## src/rtl/fp_div_mant_core.sv

```systemverilog
// fp_div_mant_core: iterative binary32 divider front end.
// Produces the sign, the biased exponent and a truncated normalized fraction
// of a/b using restoring division, one quotient bit per clock. The results
// are passed unchanged to the division rounding stage.
module fp_div_mant_core #(
    parameter int FRAC_W = 23,
    parameter int EXP_W  = 8,
    parameter int BIAS   = 127
) (
    input  logic              clk,
    input  logic              rst_n,
    input  logic              in_valid,
    output logic              in_ready,
    input  logic [31:0]       a,
    input  logic [31:0]       b,
    output logic              out_valid,
    input  logic              out_ready,
    output logic              q_sign,
    output logic [EXP_W-1:0]  q_exp,
    output logic [FRAC_W-1:0] q_frac,
    output logic              dz,
    output logic              ovf,
    output logic              unf
);

    // Quotient bits produced: one integer bit, FRAC_W fraction bits and one
    // extra bit so the fraction stays complete when the leading bit is 0.
    localparam int ITER   = FRAC_W + 2;
    localparam int MANT_W = FRAC_W + 1;
    localparam int R_W    = MANT_W + 1;
    localparam int CNT_W  = $clog2(ITER);
    localparam int E_W    = EXP_W + 2;
    localparam logic [EXP_W-1:0] EXP_MAX = {EXP_W{1'b1}};

    typedef enum logic [1:0] {
        IDLE = 2'd0,
        CALC = 2'd1,
        NORM = 2'd2,
        DONE = 2'd3
    } state_t;

    state_t              state_r;
    logic [EXP_W-1:0]    ea_r;
    logic [EXP_W-1:0]    eb_r;
    logic [MANT_W-1:0]   mb_r;
    logic [R_W-1:0]      r_r;
    logic [ITER-1:0]     q_r;
    logic [CNT_W-1:0]    cnt_r;

    logic [EXP_W-1:0]    a_exp_s;
    logic [EXP_W-1:0]    b_exp_s;
    logic                a_zero_s;
    logic                b_zero_s;
    logic                ab_special_s;
    logic                accept_s;
    logic                r_ge_s;
    logic [R_W-1:0]      r_sel_s;
    logic [R_W-1:0]      r_nxt_s;
    logic [ITER-1:0]     q_nxt_s;
    logic signed [E_W-1:0] e_s;
    logic                e_ovf_s;
    logic                e_unf_s;
    logic [FRAC_W-1:0]   frac_norm_s;

    // Operand classification and the accept handshake.
    always_comb begin
        a_exp_s      = a[30:23];
        b_exp_s      = b[30:23];
        a_zero_s     = (a_exp_s == {EXP_W{1'b0}});
        b_zero_s     = (b_exp_s == {EXP_W{1'b0}});
        ab_special_s = (a_exp_s == EXP_MAX) || (b_exp_s == EXP_MAX);
        accept_s     = in_valid && in_ready;
    end

    // One restoring-division step: subtract when the remainder covers the
    // divisor, then shift the remainder and append the new quotient bit.
    always_comb begin
        r_ge_s = (r_r >= {1'b0, mb_r});
        if (r_ge_s) begin
            r_sel_s = r_r - {1'b0, mb_r};
        end else begin
            r_sel_s = r_r;
        end
        r_nxt_s = {r_sel_s[R_W-2:0], 1'b0};
        q_nxt_s = {q_r[ITER-2:0], r_ge_s};
    end

    // Exponent adjust and fraction selection from the quotient's leading bit.
    always_comb begin
        e_s = $signed({2'b00, ea_r}) - $signed({2'b00, eb_r})
            + $signed(E_W'(BIAS - 1)) + $signed({{(E_W-1){1'b0}}, q_r[ITER-1]});
        e_ovf_s = !e_s[E_W-1] && (e_s[E_W-2:0] >= {1'b0, EXP_MAX});
        e_unf_s = e_s[E_W-1] || (e_s == {E_W{1'b0}});
        if (q_r[ITER-1]) begin
            frac_norm_s = q_r[ITER-2:1];
        end else begin
            frac_norm_s = q_r[ITER-3:0];
        end
    end

    // Control FSM with registered handshake, result and flag outputs.
    always_ff @(posedge clk or negedge rst_n) begin
        if (!rst_n) begin
            state_r   <= IDLE;
            in_ready  <= 1'b1;
            out_valid <= 1'b0;
            q_sign    <= 1'b0;
            q_exp     <= {EXP_W{1'b0}};
            q_frac    <= {FRAC_W{1'b0}};
            dz        <= 1'b0;
            ovf       <= 1'b0;
            unf       <= 1'b0;
            ea_r      <= {EXP_W{1'b0}};
            eb_r      <= {EXP_W{1'b0}};
            mb_r      <= {MANT_W{1'b0}};
            r_r       <= {R_W{1'b0}};
            q_r       <= {ITER{1'b0}};
            cnt_r     <= {CNT_W{1'b0}};
        end else begin
            case (state_r)
                IDLE: begin
                    if (accept_s) begin
                        q_sign   <= a[31] ^ b[31];
                        ea_r     <= a_exp_s;
                        eb_r     <= b_exp_s;
                        mb_r     <= {1'b1, b[22:0]};
                        in_ready <= 1'b0;
                        if (b_zero_s) begin
                            dz        <= 1'b1;
                            ovf       <= 1'b0;
                            unf       <= 1'b0;
                            q_exp     <= EXP_MAX;
                            q_frac    <= {FRAC_W{1'b0}};
                            out_valid <= 1'b1;
                            state_r   <= DONE;
                        end else if (ab_special_s) begin
                            dz        <= 1'b0;
                            ovf       <= 1'b1;
                            unf       <= 1'b0;
                            q_exp     <= EXP_MAX;
                            q_frac    <= {FRAC_W{1'b0}};
                            out_valid <= 1'b1;
                            state_r   <= DONE;
                        end else if (a_zero_s) begin
                            dz        <= 1'b0;
                            ovf       <= 1'b0;
                            unf       <= 1'b0;
                            q_exp     <= {EXP_W{1'b0}};
                            q_frac    <= {FRAC_W{1'b0}};
                            out_valid <= 1'b1;
                            state_r   <= DONE;
                        end else begin
                            r_r     <= {1'b0, 1'b1, a[22:0]};
                            q_r     <= {ITER{1'b0}};
                            cnt_r   <= {CNT_W{1'b0}};
                            state_r <= CALC;
                        end
                    end else begin
                        state_r <= IDLE;
                    end
                end
                CALC: begin
                    r_r   <= r_nxt_s;
                    q_r   <= q_nxt_s;
                    cnt_r <= cnt_r + {{(CNT_W-1){1'b0}}, 1'b1};
                    if (cnt_r == CNT_W'(ITER - 1)) begin
                        state_r <= NORM;
                    end else begin
                        state_r <= CALC;
                    end
                end
                NORM: begin
                    dz <= 1'b0;
                    if (e_ovf_s) begin
                        q_exp  <= EXP_MAX;
                        q_frac <= {FRAC_W{1'b0}};
                        ovf    <= 1'b1;
                        unf    <= 1'b0;
                    end else if (e_unf_s) begin
                        q_exp  <= {EXP_W{1'b0}};
                        q_frac <= {FRAC_W{1'b0}};
                        ovf    <= 1'b0;
                        unf    <= 1'b1;
                    end else begin
                        q_exp  <= e_s[EXP_W-1:0];
                        q_frac <= frac_norm_s;
                        ovf    <= 1'b0;
                        unf    <= 1'b0;
                    end
                    out_valid <= 1'b1;
                    state_r   <= DONE;
                end
                DONE: begin
                    if (out_ready) begin
                        out_valid <= 1'b0;
                        in_ready  <= 1'b1;
                        dz        <= 1'b0;
                        ovf       <= 1'b0;
                        unf       <= 1'b0;
                        state_r   <= IDLE;
                    end else begin
                        state_r <= DONE;
                    end
                end
                default: begin
                    state_r   <= IDLE;
                    in_ready  <= 1'b1;
                    out_valid <= 1'b0;
                end
            endcase
        end
    end

endmodule

```

## config.mk

```make
export PLATFORM = sky130hd
export DESIGN_NAME = fp_div_mant_core
export DESIGN_NICKNAME = d
export VERILOG_FILES = /design/src/rtl/fp_div_mant_core.sv
export SDC_FILE = /design/constraint.sdc
export NUM_CORES = 1
export LEC_CHECK = 0
export BUFFER_PORTS_ARGS = -buffer_cell sky130_fd_sc_hd__buf_2
export CAP_MARGIN = 40
export CORE_MARGIN = 1.5
export CORE_UTILIZATION = 48
export DETAILED_ROUTE_END_ITERATION = 8
export HOLD_SLACK_MARGIN = 0.08
export PLACE_DENSITY = 0.68
export SLEW_MARGIN = 40
export SYNTH_ARGS = -nofsm -noshare
export SYNTH_HDL_FRONTEND = slang
export SYNTH_SLANG_ARGS = --single-unit
```

## constraint.sdc

```tcl
create_clock -name clk -period 8 [get_ports clk]
set_clock_uncertainty 0.1 [all_clocks]
set_input_delay 0.8 -clock clk [delete_from_list [all_inputs] [get_ports clk]]
set_output_delay 0.8 -clock clk [all_outputs]
set_load 0.005 [all_outputs]
```

==> metrics <==
status completed; max-cap check violation count 0; largest family of logic cells by synthesized area compound AO/OA/AOI/OAI gates; Peak Freq 0.2660 GHz; Hold Vio Cnt, Final 0; Synth area leader dfrtp_1; # DRC 0; reg-to-reg setup timing slack 4.24 ns; row cnt 47; Yosys cell types 82; Max IR drop VDD 247.5 uV; Synth Net Count 936; Critical Path RT 8.26 ns; die footprint 0.01752 mm2; I/O Buffers approximately 100; Synth Register Bits 134; adder-cell area share of the yosys netlist 0.06261; RSZ-0062 raised after global routing no; antenna-violating nets left 0; Final Cycle Share 0.4699; First DRT Iteration DRCs approximately 450; commonest non-fill, non-tap cell in the layout dfrtp_1; first-pass GRT wire length between 30 and 40 mm; core area 0.01647 mm2; WS Path Type flop to flop; crit path DAT 4.02 ns; multiplexer share of the synthesized area 0.06152; total of warnings raised by yosys 0; Async SR Flop Fraction 1.000; prevailing post-synth register cell dfrtp_1; PnR worst setup slack 4.241 ns; Die W 132.4 um; number of enable flip-flop cells after synthesis 0; dpl ws 3.984 ns; I/O pins around 110; HPWL after DPL 13.15 mm; synth-to-layout area growth 15.20%; Tot GR Track Use 0.2319; CTS Buffer Depth 2; power density over the cells 548.5 mW/mm2; # resized after CTS 0; synthesized area per cell 9.691 um2; Startpoint Class flop; register area share after synthesis 0.4175; Max H-tree Level 4; clk sinks 134; relative slew slack 0.5107; fin. max-slew vios 0; DR pass1 iterations 5; post-CTS setup buffers 0; XOR/XNOR Fraction of Synth Area 0.03925; Area contributors post-synth dfrtp_1, ha_1, mux2_2, o21ai_0, nand2_1; Setup violations, final 0; Mapped Cells 829; Hold Buf Count CTS 0; gp weighted congestion 0.8320; antenna cell count 0; vias in the first global route approximately 6600; worst-path maximum fanout 23; nets@finish 1018; DR WL/cell roughly 17 um; largest net degree at the start of global routing 82; drt total wl between 15 and 20 mm; clk slew on worst S/H paths ~0.06 ns; actual slew at the worst max-slew pin 0.7340 ns; Hold WC Path Type input port to async pin; Num CTS Buffers 17; synthesized area 0.008034 mm2; Post-Synth Simple-Gate Area 0.1417; Remaining Overflow, GRT 0; final setup TNS 0 ns; Pleak 4.237 nW; routed vias 6590; Compound-Gate Fraction of Synth Area 0.2264; chip height 132.4 um; CTS root buf clkbuf_16; share of post-route cells with drive strength above 1 0.2186; Setup crit end kind flop; hold_ws 0.2081 ns; Period minus WS final 3.759 ns; post-synth top area share 0.4143; worst skew pair latency 0.43 ns; vias per cell about 5.8; initial antenna violation count 0; commonest non-fill, non-tap cells in the layout dfrtp_1, buf_2, nand2_1; CTS tree yes; Initial Util 0.4879
[per-layer routing]
metal | routed length (um) | vias up | GRT usage
li1 | - | 3234 | -
met4 | 354 | 0 | 0.07937
met3 | 807 | 25 | 0.04421
met2 | 8978 | 171 | 0.3738
met5 | 0 | - | 0
met1 | 9146 | 3160 | 0.3149
[critical path, stage by stage (launching register included)]
cell and delay (ns):
dfrtp_1 0.36, inv_1 0.09, ha_1 0.14, inv_1 0.04, fa_1 0.39, a21o_1 0.24, a221oi_2 0.33, xor2_1 0.33
nand2_4 0.11, o311a_1 0.39, o311ai_2 0.36, and3_2 0.55, a32o_1 0.25
[kinds of logic (layout without fill, tap and decap cells)]
group,count (synthesis),after routing
mux,45,45
compound gates,251,251
xor+xnor,34,34
buf+inv,97,192
flops,134,134
simple gates,229,229
fa+ha+maj,39,39
[flip-flops by register name (all words and copies together) (netlist names)]
name,cells
q_exp,8
cnt_r,5
unf,1
out_valid,1
q_sign,1
q_frac,23
q_r,25
eb_r,8
in_ready,1
dz,1
state_r,2
ovf,1
ea_r,8
r_r,25
mb_r,24
[cell usage after synthesis (3+ instances only)]
cell and n:
a211o_1 3, a211oi_1 4, a21o_1 13, a21oi_1 31
a221o_1 5, a221oi_1 3, a22o_1 27, a22oi_1 5
a31oi_1 6, a32o_1 24, a41oi_1 3, and2_1 8
and3_1 8, buf_1 3, buf_2 3, clkbuf_1 37
dfrtp_1 133, ha_1 37, inv_1 49, mux2_2 35
mux2i_1 10, nand2_1 68, nand2b_1 3, nand3_1 20
nand4_1 12, nor2_1 48, nor2b_1 7, nor3_1 17
nor3b_1 7, nor4_1 9, o211ai_1 6, o21a_1 8
o21ai_0 66, o21ai_1 4, o21bai_1 3, o221ai_1 5
o31ai_1 6, o32ai_1 3, or3_1 6, xnor2_1 21
xor2_1 12
[where the power goes]
part / leakage (nW) / internal [W] / total (W) / switching, W
Sequential: 1.64 / 0.00100 / 0.00123 / 0.000230
Clock: 0.268 / 0.000412 / 0.000740 / 0.000328
Combinational: 2.33 / 0.00137 / 0.00311 / 0.00173
Total: 4.24 / 0.00279 / 0.00508 / 0.00229
[per-stage QoR]
step / utilization / instances / area [um2] / total power, W
2_1_floorplan: - / 829 / 8034 / 0.003651
3_3_place_gp: 0.5273 / 1112 / 8682 / 0.004276
3_5_place_dp: 0.5283 / 1112 / 8698 / 0.004306
4_1_cts: 0.5620 / 1144 / 9254 / 0.005073
5_1_grt: 0.5621 / 1144 / 9255 / 0.005539
6_report: 0.5621 / 1144 / 9255 / 0.005076
[cell type report]
class	instances	area [um2]
clock buffer	18	439.2
clock inverter	14	116.4
fill	1497	7211
inverter	49	183.9
multi-input combinational	598	4302
sequential	134	3356
tap	220	275.3
timing repair buffer	111	583.1
[final timing paths]
check / start / endpoint / cells past startpoint
min reg2reg: mb_r[23] / mb_r[23] / 1
min: rst_n / eb_r[4] / 1
max in group asynchronous: rst_n / q_r[24] / 2
max reg2reg: ea_r[0] / q_frac[3] / 12
min in group clk: mb_r[23] / mb_r[23] / 1
max: ea_r[0] / q_frac[3] / 12
No activity file was read; power rests on OpenSTA's default activity.
